--- src/rtl/reorder_buffer_occupancy_tracker_pkg.sv ---
// Shared sizing for the reorder buffer occupancy tracker: default depth, ways and derived widths.
package reorder_buffer_occupancy_tracker_pkg;

    localparam int unsigned ROB_DEPTH = 16;
    localparam int unsigned ROB_WAYS  = 2;
    localparam int unsigned ROB_PW    = $clog2(ROB_DEPTH);
    localparam int unsigned ROB_CNTW  = $clog2(ROB_DEPTH + 1);
    localparam int unsigned ROB_RW    = $clog2(ROB_WAYS + 1);

    // ROB tag width now tracks the pointer width directly.
    localparam int unsigned ROB_TAG_W = ROB_PW;

endpackage

--- src/rtl/reorder_buffer_ptr_wrap.sv ---
// Modulo-DEPTH pointer advance, valid for any depth including non-powers of two.
module reorder_buffer_ptr_wrap
    import reorder_buffer_occupancy_tracker_pkg::*;
#(
    parameter int unsigned DEPTH = ROB_DEPTH,
    parameter int unsigned INCW  = ROB_RW,
    localparam int unsigned PW   = $clog2(DEPTH)
) (
    input  logic [PW-1:0]   i_ptr,
    input  logic [INCW-1:0] i_inc,
    output logic [PW-1:0]   o_nxt_ptr_c
);

    logic [PW:0] w_sum;

    // ptr + inc never reaches 2*DEPTH, so one conditional subtract is enough.
    always_comb begin
        w_sum = (PW+1)'(i_ptr) + (PW+1)'(i_inc);
        if (w_sum >= (PW+1)'(DEPTH)) begin
            o_nxt_ptr_c = PW'(w_sum - (PW+1)'(DEPTH));
        end else begin
            o_nxt_ptr_c = PW'(w_sum);
        end
    end

endmodule

--- src/rtl/reorder_buffer_occupancy_tracker.sv ---
// Head/tail/count manager for the reorder buffer: multi-way allocate and retire,
// flush, occupancy flags and sticky overflow/underflow errors.
module reorder_buffer_occupancy_tracker
    import reorder_buffer_occupancy_tracker_pkg::*;
#(
    parameter int unsigned DEPTH     = ROB_DEPTH,
    parameter int unsigned WAYS      = ROB_WAYS,
    parameter int unsigned AF_THRESH = DEPTH - WAYS,
    localparam int unsigned PW       = $clog2(DEPTH),
    localparam int unsigned CNTW     = $clog2(DEPTH + 1),
    localparam int unsigned RW       = $clog2(WAYS + 1)
) (
    input  logic            clk_in,
    input  logic            reset_n_in,
    input  logic [RW-1:0]   alloc_cnt_in,
    input  logic [RW-1:0]   retire_cnt_in,
    input  logic            flush_in,
    output logic            alloc_ok_out,
    output logic [PW-1:0]   tail_ptr_out,
    output logic [PW-1:0]   head_ptr_out,
    output logic [CNTW-1:0] count_out,
    output logic [CNTW-1:0] free_out,
    output logic            full_out,
    output logic            empty_out,
    output logic            almost_full_out,
    output logic            overflow_err_out,
    output logic            underflow_err_out
);

    logic [PW-1:0]   r_head;
    logic [PW-1:0]   r_tail;
    logic [CNTW-1:0] r_count;
    logic [CNTW-1:0] r_free;
    logic            r_full;
    logic            r_empty;
    logic            r_af;
    logic            r_ovf;
    logic            r_unf;

    logic            w_retire_ok;
    logic [RW-1:0]   w_a;
    logic [RW-1:0]   w_r;
    logic [CNTW-1:0] w_cnt_nxt;
    logic [PW-1:0]   w_head_nxt;
    logic [PW-1:0]   w_tail_nxt;

    // Accept checks look only at the registered count/free: no same-cycle bypass.
    always_comb begin
        alloc_ok_out = (CNTW'(alloc_cnt_in) <= r_free) && (alloc_cnt_in <= RW'(WAYS));
        w_retire_ok  = (CNTW'(retire_cnt_in) <= r_count) && (retire_cnt_in <= RW'(WAYS));
        w_a          = alloc_ok_out ? alloc_cnt_in : '0;
        w_r          = w_retire_ok ? retire_cnt_in : '0;
        w_cnt_nxt    = r_count + CNTW'(w_a) - CNTW'(w_r);
    end

    reorder_buffer_ptr_wrap #(.DEPTH(DEPTH), .INCW(RW)) u_tail_wrap (
        .i_ptr       (r_tail),
        .i_inc       (w_a),
        .o_nxt_ptr_c (w_tail_nxt)
    );

    reorder_buffer_ptr_wrap #(.DEPTH(DEPTH), .INCW(RW)) u_head_wrap (
        .i_ptr       (r_head),
        .i_inc       (w_r),
        .o_nxt_ptr_c (w_head_nxt)
    );

    // Reset beats flush beats normal update; flush keeps the sticky errors.
    always_ff @(posedge clk_in) begin
        if (!reset_n_in) begin
            r_head  <= '0;
            r_tail  <= '0;
            r_count <= '0;
            r_free  <= CNTW'(DEPTH);
            r_full  <= 1'b0;
            r_empty <= 1'b1;
            r_af    <= 1'b0;
            r_ovf   <= 1'b0;
            r_unf   <= 1'b0;
        end else if (flush_in) begin
            r_head  <= '0;
            r_tail  <= '0;
            r_count <= '0;
            r_free  <= CNTW'(DEPTH);
            r_full  <= 1'b0;
            r_empty <= 1'b1;
            r_af    <= 1'b0;
        end else begin
            r_head  <= w_head_nxt;
            r_tail  <= w_tail_nxt;
            r_count <= w_cnt_nxt;
            r_free  <= CNTW'(DEPTH) - w_cnt_nxt;
            r_full  <= (w_cnt_nxt == CNTW'(DEPTH));
            r_empty <= (w_cnt_nxt == '0);
            r_af    <= (w_cnt_nxt >= CNTW'(AF_THRESH));
            if ((alloc_cnt_in != '0) && !alloc_ok_out) begin
                r_ovf <= 1'b1;
            end
            if ((retire_cnt_in != '0) && !w_retire_ok) begin
                r_unf <= 1'b1;
            end
        end
    end

    assign tail_ptr_out      = r_tail;
    assign head_ptr_out      = r_head;
    assign count_out         = r_count;
    assign free_out          = r_free;
    assign full_out          = r_full;
    assign empty_out         = r_empty;
    assign almost_full_out   = r_af;
    assign overflow_err_out  = r_ovf;
    assign underflow_err_out = r_unf;

endmodule

--- config.mk ---
export PLATFORM = sky130hd
export DESIGN_NAME = reorder_buffer_occupancy_tracker
export DESIGN_NICKNAME = d
export VERILOG_FILES = /design/src/rtl/reorder_buffer_occupancy_tracker_pkg.sv /design/src/rtl/reorder_buffer_ptr_wrap.sv /design/src/rtl/reorder_buffer_occupancy_tracker.sv
export SDC_FILE = /design/constraint.sdc
export NUM_CORES = 1
export LEC_CHECK = 0
export ABC_AREA = 1
export CAP_MARGIN = 20
export CORE_MARGIN = 1
export CORE_UTILIZATION = 50
export DETAILED_ROUTE_END_ITERATION = 8
export PLACE_DENSITY = 0.81
export SYNTH_ARGS = -nofsm -noshare
export SYNTH_HDL_FRONTEND = slang
export SYNTH_SLANG_ARGS = --single-unit
--- constraint.sdc ---
create_clock -name clk_in -period 9.4 [get_ports clk_in]
set_input_delay 1.88 -clock clk_in [delete_from_list [all_inputs] [get_ports clk_in]]
set_output_delay 1.88 -clock clk_in [all_outputs]
set_load 0.02 [all_outputs]
# --- Word-level counts from Yosys, hierarchy flattened ---
# Index checks and enable logic that the tools add are counted.
totals:
  in_bits: 7
  wordCells: 42
  output_inout_bits: 24
  reg_bits: 23
classes:
  addsub: 7
  n_reduce_logical: 12
  order_cmp: 7
  muxes: 4
  eq_ne: 1
  bitwise_logic: 2
op_table:
  columns: ["cell", "n"]
  rows:
  - ["adder 4 x 2 -> 5 bit", 2]
  - ["greater-or-equal comparator 5 bit (second input constant)", 2]
  - ["<= comparator 2 x 5 -> 1 bit", 2]
  - ["2-to-1 mux 4 bit", 2]
  - ["subtractor 4 x 1 -> 4 bit (second input constant)", 2]
  - ["adder 5 x 2 -> 5 bit", 1]
  - ["equality test 5 bit (second input constant)", 1]
  - ["greater-or-equal comparator 5 x 4 -> 1 bit (second input constant)", 1]
  - ["logical NOT 5 bit", 1]
  - ["subtractor 5 x 2 -> 5 bit", 1]
  - ["subtractor 5 bit (first input constant)", 1]
  - ["<= comparator 2 bit (second input constant)", 2]
  - ["logical AND 1 bit", 4]
  - ["2-to-1 mux 2 bit", 2]
  - ["AND reduction 2 bit", 2]
  - ["nonzero test 2 bit", 2]
  - ["logical NOT 1 bit", 2]
  - ["NOT 1 bit", 2]
  - ["OR reduction 2 bit", 1]

# --- Longest topological paths before layout ---
# Gate-level depths: netlist of run 1.
logic_depth:
  depth_word: 6
  depth_mapped: 22
  mapped_depth_nobuf: 22

# --- Hierarchy ---
# From an unflattened synthesis of run 1, not the netlist that was laid out.
hier_totals:
  hier_cells: 182
  hier_area_um2: 1370.1
modules_own_cells:
  columns: ["module", "seq_area_each_um2", "cells_per_inst", "area_per_inst_um2", "instances"]
  rows:
  - ["reorder_buffer_occupancy_tracker", 440.4, 156, 1187.4, 1]
  - ["reorder_buffer_ptr_wrap", 0.0, 13, 91.3, 2]

# --- Worst setup path before layout of run 1 ---
# No wires, ideal clock.
synth_path:
  path_type: "input to register"
  start: "input alloc_cnt_in[1]"
  end: "register r_empty, in the netlist empty_out"
  n_path_buf: 0
  path_stages: 16
  slack_ns: 4.892
  t_arrival_ns: 4.388
  setup_time_ns: 0.120
  required_time_ns: 9.280
  path_cell_list: "ha_1 -> nand2_1 -> nand2_1 -> nand3_1 -> nand2_1 -> nor2_1 -> inv_1 -> fa_1 -> fa_1 -> inv_1 -> nand3_1 -> nand2_1 -> xor2_2 -> inv_1 -> ha_1 -> or2_1"
synth_between:
  elab_chain_cells: 6
  elab_cells_between_ends: 7
synth_rtl:
  columns: ["element", "line", "source"]
  rows:
  - ["start: declaration", "reorder_buffer_occupancy_tracker.sv:15", "input logic [RW-1:0] alloc_cnt_in,"]
  - ["<= comparator 2 x 5 -> 1 bit / <= comparator 2 bit (equally long branches)", "reorder_buffer_occupancy_tracker.sv:49", "alloc_ok_out = (CNTW'(alloc_cnt_in) <= r_free) && (alloc_cnt_in <= RW'(WAYS));"]
  - ["logical AND 1 bit", "reorder_buffer_occupancy_tracker.sv:49", null]
  - ["2-to-1 mux 2 bit *", "reorder_buffer_occupancy_tracker.sv:51", "w_a = alloc_ok_out ? alloc_cnt_in : '0;"]
  - ["adder 5 x 2 -> 5 bit *", "reorder_buffer_occupancy_tracker.sv:53", "w_cnt_nxt = r_count + CNTW'(w_a) - CNTW'(w_r);"]
  - ["subtractor 5 x 2 -> 5 bit *", "reorder_buffer_occupancy_tracker.sv:53", null]
  - ["via w_cnt_nxt[4]", "reorder_buffer_occupancy_tracker.sv:43", "logic [CNTW-1:0] w_cnt_nxt;"]
  - ["logical NOT 5 bit *", "reorder_buffer_occupancy_tracker.sv:94", "r_empty <= (w_cnt_nxt == '0);"]
  - ["end signal: assignment", "reorder_buffer_occupancy_tracker.sv:94", null]
  - ["end: declaration", "reorder_buffer_occupancy_tracker.sv:35", "logic r_empty;"]
# Mark *: on every way through the listed nets, which the timed path passes. The rest lies on a longest branch.
# A chain may end at the register's enable or synchronous reset.

# --- Worst setup path in the final report of run 1 ---
layout_path:
  start: "input alloc_cnt_in[1]"
  end: "output alloc_ok_out"
layout_between:
  elab_chain_cells: 2
  elab_cells_between_ends: 3
layout_rtl:
  columns: ["element", "line", "source"]
  rows:
  - ["<= comparator 2 x 5 -> 1 bit / <= comparator 2 bit (equally long branches)", "reorder_buffer_occupancy_tracker.sv:49", null]
  - ["logical AND 1 bit *", "reorder_buffer_occupancy_tracker.sv:49", null]
  - ["end: declaration", "reorder_buffer_occupancy_tracker.sv:18", "output logic alloc_ok_out,"]
# Mark *: on every way between the ends. The rest lies on a longest branch, timed or not.

==> impl_metrics.json, run 1 <==
{
  "synth_nets": 210,
  "period_needed_ps": 5550,
  "syn2layout_area_growth_pct": 26.3,
  "initial_core_util_pct": 54.3,
  "antenna_found_initial": 0,
  "grt_pass1_vias": 1098,
  "critical_path_class": "input pin to output port",
  "synthSimpleGateAreaFrac_pct": 23.6,
  "crit_path_end_kind": "output port",
  "cts_max_level": 1,
  "cts_buffer_depth": 2,
  "viasPerCell": 4.64,
  "dieWidth_um": 54.3,
  "path_max_fanout": 4,
  "synth_largest_area_cell": "dfxtp_1",
  "die_y_um": 54.3,
  "clkTransAtPathRegs_ps": 130,
  "synth_cell_types": 22,
  "fin_skew_ps": 7.14,
  "min_delay_path_depth": 2,
  "final_cell_count_no_fill": 241,
  "tns_ps": 0,
  "drive_gt1_share_pct": 7.11,
  "ant_nets": 0,
  "die_area_um2": 2950,
  "synth-edff-count": 0,
  "synth_top_flop_cell": "dfxtp_1",
  "p_leak_nw": 0.863,
  "max_freq_mhz": 180,
  "vias": 1119,
  "p_per_area_nw_per_um2": 285,
  "cts_setup_buffers": 0,
  "status": "finished clean",
  "rsz0062_at_grt": "false",
  "synthXorXnorAreaFrac_pct": 2.47,
  "gr-total-overflow": 0,
  "drt_pre_antenna_iters": 4,
  "slew_headroom_pct": 56.0,
  "diodes": 0,
  "routed_wirelength_um": 2530,
  "synthArstFlopShare_pct": 0,
  "synth_compound_area_share_pct": 3.20,
  "setup_viol": 0,
  "holdBufCountCts": 0,
  "yosysSeqAreaShare_pct": 32.2,
  "dp_hpwl_um": 2090,
  "worstPathArrival_ps": 3670,
  "syn_inst": 180,
  "worstMarginPinSlew_ps": 660,
  "required_ps": 7520,
  "grt_pass1_wl_um": 4430,
  "coreArea_um2": 2520,
  "clk_latency_ps": 320,
  "ios": 31,
  "synth_top_family_by_area": "simple AND/OR/NAND/NOR gates",
  "numCtsBuffers": 3,
  "wire_per_inst_um": 10.5,
  "drtIter0Drc": 3,
  "synth_common_cells": "inv_1 (46), nand2_1 (30), nor2_1 (23)",
  "ys_ff_latch": 22,
  "syn_area_um2": 1370,
  "clock-sinks": 22,
  "finalHoldViolCount": 0,
  "row_count": 18,
  "maxSlewViolCount": 0,
  "synth.most_common_cell": "inv_1",
  "synth-adder-area-share_pct": 23.2,
  "ys_warn_count": 0,
  "min_path_type": "register to register",
  "dp.cells": 237,
  "port_buffers": 30,
  "nNetsFinal": 242,
  "maxCapViolations": 0,
  "fin_crit_sh_pct": 59.1,
  "grt_usage_pct": 20.7,
  "route.detailed.drc": 0,
  "cts_resized": 0,
  "rr_worst_depth": 16,
  "cp-start-kind": "input pin",
  "clockRootBuffer": "clkbuf_4",
  "synthMuxAreaShare_pct": 0,
  "synth_top_area_share_pct": 32.2,
  "gp_congestion": 0.791,
  "grt_max_degree": 17,
  "syn_avg_cell_area_um2": 7.60,
  "cts_tree": "yes",
  "synthTopCellsByArea": "dfxtp_1 (32%), ha_1 (17%), inv_1 (13%)",
  "max-vdd-ir-drop_uv": 193
}
## cells in the final DEF, fill, tap and decap left out
master	n
nor2_4	1
xor2_1	2
inv_1	46
clkbuf_4	3
xor2_2	1
o21ai_1	1
bufinv_16	1
nor2_2	2
nand3_2	1
dfxtp_1	22
nand3_1	6
clkdlybuf4s50_1	30
fa_1	4
or2_1	3
a21oi_1	6
a21oi_2	1
and3_1	2
nor2_1	23
nor3_1	2
ha_1	19
nand2_2	3
inv_2	2
nand2_1	30
## where the power goes
part           internal [mW]  switching, mW  total, mW
logic                  0.120          0.175      0.295
registers              0.113         0.0113      0.124
clock network         0.0431         0.0304     0.0735
total                  0.276          0.217      0.493
## layout make-up
type / count / area, um2
Clock buffer: 3 / 22.5
Multi-Input combinational cell: 107 / 718
Timing Repair Buffer: 30 / 300
Fill cell: 224 / 793
Clock inverter: 1 / 30.0
Sequential cell: 22 / 440
Tap cell: 30 / 37.5
Inverter: 48 / 180
## layer usage
metal | global-route usage (%) | wire length, um | part of all wire [%] | up-vias
met3 | 3.06 | 84 | 3.3 | 8
met4 | 10.3 | 93 | 3.7 | 0
met2 | 37.0 | 1240 | 49 | 25
met5 | 0 | 0 | 0 | -
li1 | - | - | - | 588
met1 | 23.7 | 1110 | 44 | 498
## state kept, by name, summed over array words and instances, names as in the netlist
register	flops
empty_out	1
free_out	4
tail_ptr_out	4
full_out	1
head_ptr_out	4
count_out	5
underflow_err_out	1
overflow_err_out	1
almost_full_out	1
## final timing paths
check | from | to | slack [ps]
setup / recovery | alloc_cnt_in[1] | alloc_ok_out | 3850
hold / removal | underflow_err_out$_SDFFE_PN0P_ | underflow_err_out$_SDFFE_PN0P_ | 480
setup reg to reg | count_out[0]$_SDFF_PP0_ | empty_out$_SDFF_PP1_ | 6170
hold reg to reg | underflow_err_out$_SDFFE_PN0P_ | underflow_err_out$_SDFFE_PN0P_ | 480
## cells by family after synthesis
kind of cell / after synthesis
AO/OA/AOI/OAI: 8
XOR/XNOR: 3
AND/OR/NAND/NOR: 73
adder cells (fa/ha/maj): 23
buffers and inverters: 51
flip-flops: 22
## critical path, cell delays in order
cell	delay [ps]
clkdlybuf4s50_1	450
ha_1	340
nand2_1	80
nand2_1	50
nand3_1	70
nand2_1	90
inv_1	90
clkdlybuf4s50_1	630
## per-stage QoR
stage               power [mW]  utilization [%]  cell area, um2  hold slack (ps)  worst slack [ps]
floorplan                0.342                -            1370              524              4890
global placement         0.415             66.5            1680              436              3980
finish                   0.493             68.6            1730              479              3850
global route             0.548             68.6            1730              504              3780
CTS                      0.501             68.6            1730              484              3840
detailed placement       0.424             66.5            1680              465              3850
Note: power is estimated with default switching activity, not from simulation.
==> run 2: changes to the inputs <==
--- a/config.mk
+++ b/config.mk
@@ -8,9 +8,9 @@
 export ABC_AREA = 1
 export CAP_MARGIN = 20
 export CORE_MARGIN = 1
-export CORE_UTILIZATION = 50
+export CORE_UTILIZATION = 49
 export DETAILED_ROUTE_END_ITERATION = 8
-export PLACE_DENSITY = 0.81
+export PLACE_DENSITY = 0.79
 export SYNTH_ARGS = -nofsm -noshare
 export SYNTH_HDL_FRONTEND = slang
 export SYNTH_SLANG_ARGS = --single-unit
==> constraint.sdc (replaced) <==
create_clock -name clk_in -period 5.6 [get_ports clk_in]
set_input_delay 1.12 -clock clk_in [delete_from_list [all_inputs] [get_ports clk_in]]
set_output_delay 1.12 -clock clk_in [all_outputs]
set_load 0.02 [all_outputs]
==> impl_metrics.json, run 2 (synthesis results as in run 1) <==
{
  "slew_headroom_pct": 55.5,
  "maxSlewViolCount": 0,
  "net-switching-power_mw": 0.372,
  "gr-total-overflow": 0,
  "port_buffers": 30,
  "required_ps": 5820,
  "antenna_found_initial": 0,
  "wire_per_inst_um": 10.8,
  "holdBufCountCts": 0,
  "drtIter0Drc": 25,
  "worstMarginPinSlew_ps": 668,
  "syn2layout_area_growth_pct": 26.3,
  "hold_path.startpoint": "underflow_err_out$_SDFFE_PN0P_",
  "rsz0062_at_grt": "false",
  "max-vdd-ir-drop_uv": 376,
  "critical_path_class": "input pin to register",
  "clock-sinks": 22,
  "clkPwrFrac_pct": 14.7,
  "p_per_area_nw_per_um2": 485,
  "fin_crit_sh_pct": 75.6,
  "drt_pre_antenna_iters": 4,
  "grt_pass1_wl_um": 4170,
  "largest_register_ffs": 5,
  "cts_max_level": 1,
  "setup_viol": 0,
  "routed_wirelength_um": 2600,
  "mostFrequentLayoutCells": "inv_1 (46), nand2_1 (30), clkdlybuf4s50_1 (30)",
  "swShare_pct": 44.3,
  "die_y_um": 54.9,
  "route.detailed.drc": 0,
  "fin_skew_ps": 1.89,
  "die_area_um2": 3010,
  "cp-start-kind": "input pin",
  "viasPerCell": 4.65,
  "ant_nets": 0,
  "cts_setup_buffers": 0,
  "p_leak_nw": 0.863,
  "gp_congestion": 0.871,
  "reg2reg_slack_ps": 2240,
  "finalHoldViolCount": 0,
  "reg2reg_from": "free_out[1]$_SDFF_PP0_",
  "dp.cells": 237,
  "vias": 1121,
  "cts_tree": "yes",
  "dieWidth_um": 54.9,
  "maxCapViolations": 0,
  "min_path_type": "register to register",
  "grt_pass1_vias": 1053,
  "crit_path_end_kind": "register",
  "mostFrequentLayoutCell": "inv_1",
  "coreArea_um2": 2570,
  "path_max_fanout": 4,
  "dp_hpwl_um": 2090,
  "cts_buffer_depth": 2,
  "tns_ps": 0,
  "ios": 31,
  "clockRootBuffer": "clkbuf_4",
  "status": "finished clean",
  "min_to": "underflow_err_out$_SDFFE_PN0P_",
  "min_delay_path_depth": 2,
  "regToRegEndpoint": "empty_out$_SDFF_PP1_",
  "worstPathArrival_ps": 4450,
  "cts_resized": 0,
  "nNetsFinal": 242,
  "power.share.sequential_pct": 24.9,
  "numCtsBuffers": 3,
  "final_util_pct": 67.3,
  "drive_gt1_share_pct": 7.11,
  "p_comb_share_pct": 60.4,
  "row_count": 18,
  "grt_max_degree": 17,
  "rr_worst_depth": 17,
  "final_cell_count_no_fill": 241,
  "p_total_mw": 0.839,
  "clkTransAtPathRegs_ps": 130,
  "clk_latency_ps": 310,
  "cell_internal_pwr_mw": 0.467,
  "period_needed_ps": 4230,
  "max_freq_mhz": 236,
  "initial_core_util_pct": 53.3,
  "diodes": 0,
  "grt_usage_pct": 19.9
}
## run 2: cell counts in the layout (fill, tap and decap cells not counted)
No cell type changed its count.
## run 2: worst max-delay path by stage
stage                           startpoint                      to  cells after the start
after global routing       alloc_cnt_in[1]    empty_out$_SDFF_PP1_                     17
after global placement    retire_cnt_in[0]  free_out[4]$_SDFF_PP1_                     16
after CTS                  alloc_cnt_in[1]    empty_out$_SDFF_PP1_                     17
final                      alloc_cnt_in[1]    empty_out$_SDFF_PP1_                     17
after detailed placement  retire_cnt_in[0]    empty_out$_SDFF_PP1_                     18
after floorplan            alloc_cnt_in[1]    empty_out$_SDFF_PP1_                     16
## run 2: final cells by class
cell class	count	area, um2
Clock inverter	1	30.0
Multi-Input combinational cell	107	718
Sequential cell	22	440
Timing Repair Buffer	30	300
Tap cell	30	37.5
Inverter	48	180
Clock buffer	3	22.5
Fill cell	215	838
## run 2: metal layers
metal	part of all wire, %	up-vias	routed length (um)	track usage, %
li1	-	592	-	-
met1	46	505	1200	24.5
met2	49	19	1280	34.5
met3	3.1	5	81	3.61
met4	1.3	0	35	6.41
met5	0	-	0	0
## run 2: stage by stage
| stage | worst slack (ps) | area [um2] | hold WS, ps |
|---|---|---|---|
| after CTS | 1370 | 1730 | 464 |
| after floorplan | 1850 | 1370 | 524 |
| after global placement | 1220 | 1680 | 438 |
| after detailed placement | 1100 | 1680 | 446 |
| final | 1370 | 1730 | 461 |
| after global routing | 1150 | 1730 | 478 |
## run 2: worst max-delay path, cell delays in order
cell	delay [ps]
clkdlybuf4s50_1	450
ha_1	330
nand2_1	70
nand2_1	40
nand3_1	90
nand2_1	120
nor2_1	200
inv_1	120
fa_1	500
fa_1	460
inv_1	90
nand3_1	80
nand2_1	120
xor2_2	190
inv_1	70
ha_1	190
or2_1	220
## run 2: power by group through the flow
stage | registers (mW) | logic [mW] | clock network, mW
6_report | 0.209 | 0.507 | 0.123
5_1_grt | 0.213 | 0.576 | 0.132
4_1_cts | 0.209 | 0.509 | 0.125
3_5_place_dp | 0.213 | 0.504 | 0
3_3_place_gp | 0.211 | 0.485 | 0
2_1_floorplan | 0.251 | 0.323 | 0
==> run 3: changes to the inputs <==
--- a/config.mk
+++ b/config.mk
@@ -8,9 +8,9 @@
 export ABC_AREA = 1
 export CAP_MARGIN = 20
 export CORE_MARGIN = 1
-export CORE_UTILIZATION = 49
+export CORE_UTILIZATION = 45
 export DETAILED_ROUTE_END_ITERATION = 8
-export PLACE_DENSITY = 0.79
+export PLACE_DENSITY = 0.77
 export SYNTH_ARGS = -nofsm -noshare
 export SYNTH_HDL_FRONTEND = slang
 export SYNTH_SLANG_ARGS = --single-unit
==> constraint.sdc (replaced) <==
create_clock -name clk_in -period 3.4 [get_ports clk_in]
set_input_delay 0.68 -clock clk_in [delete_from_list [all_inputs] [get_ports clk_in]]
set_output_delay 0.68 -clock clk_in [all_outputs]
set_load 0.02 [all_outputs]
==> impl_metrics.json, run 3 (synthesis results as in run 1) <==
{
  "clkTransAtPathRegs_ps": 140,
  "port_buffers": 30,
  "syn2layout_area_growth_pct": 47.0,
  "p_total_mw": 1.67,
  "drt_pre_antenna_iters": 9,
  "cp-start-kind": "input pin",
  "grt_pass1_wl_um": 4940,
  "die_y_um": 57.2,
  "viasPerCell": 4.61,
  "path_buf_inv": 4,
  "maxSlewViolCount": 0,
  "crit_top_cell": "nand2_1",
  "die_area_um2": 3270,
  "crit_chain": "dlygate4sd2_1, inv_1, ha_1, nand2_1, inv_1, nand2_1, nand3_2, nand3_2, inv_2, fa_1, fa_2, ha_2, nand2_1, nor2_2, ha_1, nand2_1",
  "crit_family": "adder cells",
  "wl_met2_um": 1570,
  "power.share.sequential_pct": 20.7,
  "wire_per_inst_um": 11.1,
  "fin_crit_sh_pct": 96.4,
  "cpMaxStageDelayCell": "fa_2",
  "reg2reg_slack_ps": 360,
  "vias": 1254,
  "gp_congestion": 0.828,
  "status": "finished, violations left",
  "swShare_pct": 42.0,
  "coreArea_um2": 2830,
  "cell_internal_pwr_mw": 0.966,
  "min_path_type": "register to register",
  "max_freq_mhz": 305,
  "worstMarginPinSlew_ps": 702,
  "clk_latency_ps": 330,
  "required_ps": 3690,
  "hold_path.startpoint": "underflow_err_out$_SDFFE_PN0P_",
  "max-vdd-ir-drop_uv": 508,
  "p_leak_nw": 1.02,
  "rr_worst_depth": 15,
  "gr-total-overflow": 0,
  "mostFrequentLayoutCell": "inv_1",
  "finalHoldViolCount": 0,
  "grt_usage_pct": 19.9,
  "grt_max_degree": 17,
  "p_per_area_nw_per_um2": 828,
  "period_needed_ps": 3280,
  "clkPwrFrac_pct": 12.6,
  "finalWorstSetupSlack_ps": 122,
  "dr.max_layer_used": "met4",
  "cts_tree": "yes",
  "net-switching-power_mw": 0.699,
  "drtIter0Drc": 31,
  "nNetsFinal": 272,
  "largest_register_ffs": 5,
  "critical_path_class": "input pin to register",
  "dp_worst_setup_slack_ps": -578,
  "mostFrequentLayoutCells": "inv_1 (44), buf_4 (30), nand2_1 (27)",
  "clock-sinks": 22,
  "cts_buffer_depth": 2,
  "routed_wirelength_um": 3030,
  "maxCapViolations": 0,
  "min_delay_path_depth": 2,
  "worstPathArrival_ps": 3570,
  "num-fill-cells": 229,
  "regToRegEndpoint": "free_out[4]$_SDFF_PP1_",
  "ant_nets": 0,
  "holdBufCountCts": 0,
  "cts_max_level": 1,
  "clockRootBuffer": "clkbuf_4",
  "routedLengthMet1_um": 1300,
  "grt_pass1_vias": 1182,
  "final_util_pct": 71.1,
  "row_count": 19,
  "path_max_fanout": 3,
  "dp_hpwl_um": 2120,
  "ios": 31,
  "diodes": 0,
  "wl_met3_um": 87,
  "violations": "DRC",
  "antenna_found_initial": 0,
  "route.detailed.drc": 5,
  "dieWidth_um": 57.2,
  "drive_gt1_share_pct": 25.3,
  "min_to": "underflow_err_out$_SDFFE_PN0P_",
  "max_stage_delay_ps": 600,
  "slew_headroom_pct": 53.2,
  "fin_skew_ps": 8.18,
  "p_comb_share_pct": 66.7,
  "setup_viol": 0,
  "reg2reg_from": "count_out[1]$_SDFF_PP0_",
  "initial_core_util_pct": 48.4,
  "crit_path_end_kind": "register",
  "numCtsBuffers": 3
}
==> run 3: cell type report <==
| cell class | instances | area (um2) | share of cell area, % |
|---|---|---|---|
| timing repair buffer | 60 | 524 | 26.1 |
| tap | 31 | 38.8 | 1.93 |
| clock inverter | 1 | 30.0 | 1.49 |
| sequential | 22 | 440 | 21.9 |
| inverter | 48 | 180 | 8.96 |
| multi-input combinational | 107 | 776 | 38.6 |
| clock buffer | 3 | 22.5 | 1.12 |
==> run 3: metal layers <==
layer | track usage [%] | up-vias
met5 | 0 | -
met3 | 2.72 | 9
met2 | 34.3 | 24
met4 | 11.5 | 0
li1 | - | 649
met1 | 23.6 | 572
==> run 3: how the worst max path moves through the flow <==
stage,cells after the start,to,startpoint
2_1_floorplan,16,empty_out$_SDFF_PP1_,alloc_cnt_in[1]
3_3_place_gp,18,empty_out$_SDFF_PP1_,retire_cnt_in[0]
3_5_place_dp,18,empty_out$_SDFF_PP1_,retire_cnt_in[0]
4_1_cts,20,empty_out$_SDFF_PP1_,retire_cnt_in[1]
5_1_grt,17,full_out$_SDFF_PP0_,retire_cnt_in[0]
6_report,16,free_out[4]$_SDFF_PP1_,retire_cnt_in[0]
==> run 3: what timing repair did <==
item,CTS,global route
setup buffers,6,1
pin swaps,7,5
endpoints found under the hold margin,0,0
setup endpoints to repair,4,4
gates resized for setup,13,8
==> run 3: worst register-to-register path: stages, from the launching register on <==
cell and delay (ps):
dfxtp_1 370, inv_1 110, ha_4 250, nand2_1 60
inv_1 30, nand2_1 60, nand3_2 100, nand3_2 130
inv_2 60, fa_1 510, fa_2 610, ha_2 190
nand2_1 70, nor2_2 150, ha_1 240, nand2_1 60
==> run 3: power groups by stage <==
| stage | Combinational, mW | Clock (mW) | Sequential [mW] |
|---|---|---|---|
| 2_1_floorplan | 0.533 | 0 | 0.414 |
| 3_3_place_gp | 1.00 | 0 | 0.350 |
| 3_5_place_dp | 1.03 | 0 | 0.349 |
| 4_1_cts | 1.09 | 0.213 | 0.344 |
| 5_1_grt | 1.23 | 0.228 | 0.352 |
| 6_report | 1.11 | 0.210 | 0.344 |
==> run 3: stage by stage <==
stage / setup TNS (ps) / hold slack, ps / instances / cell area [um2]
after CTS: 0 / 459 / 271 / 1970
after global placement: -2740 / 436 / 261 / 1850
final: 0 / 456 / 272 / 2010
after global routing: -104 / 480 / 272 / 2010
after detailed placement: -3370 / 440 / 261 / 1850
after floorplan: 0 / 524 / 180 / 1370
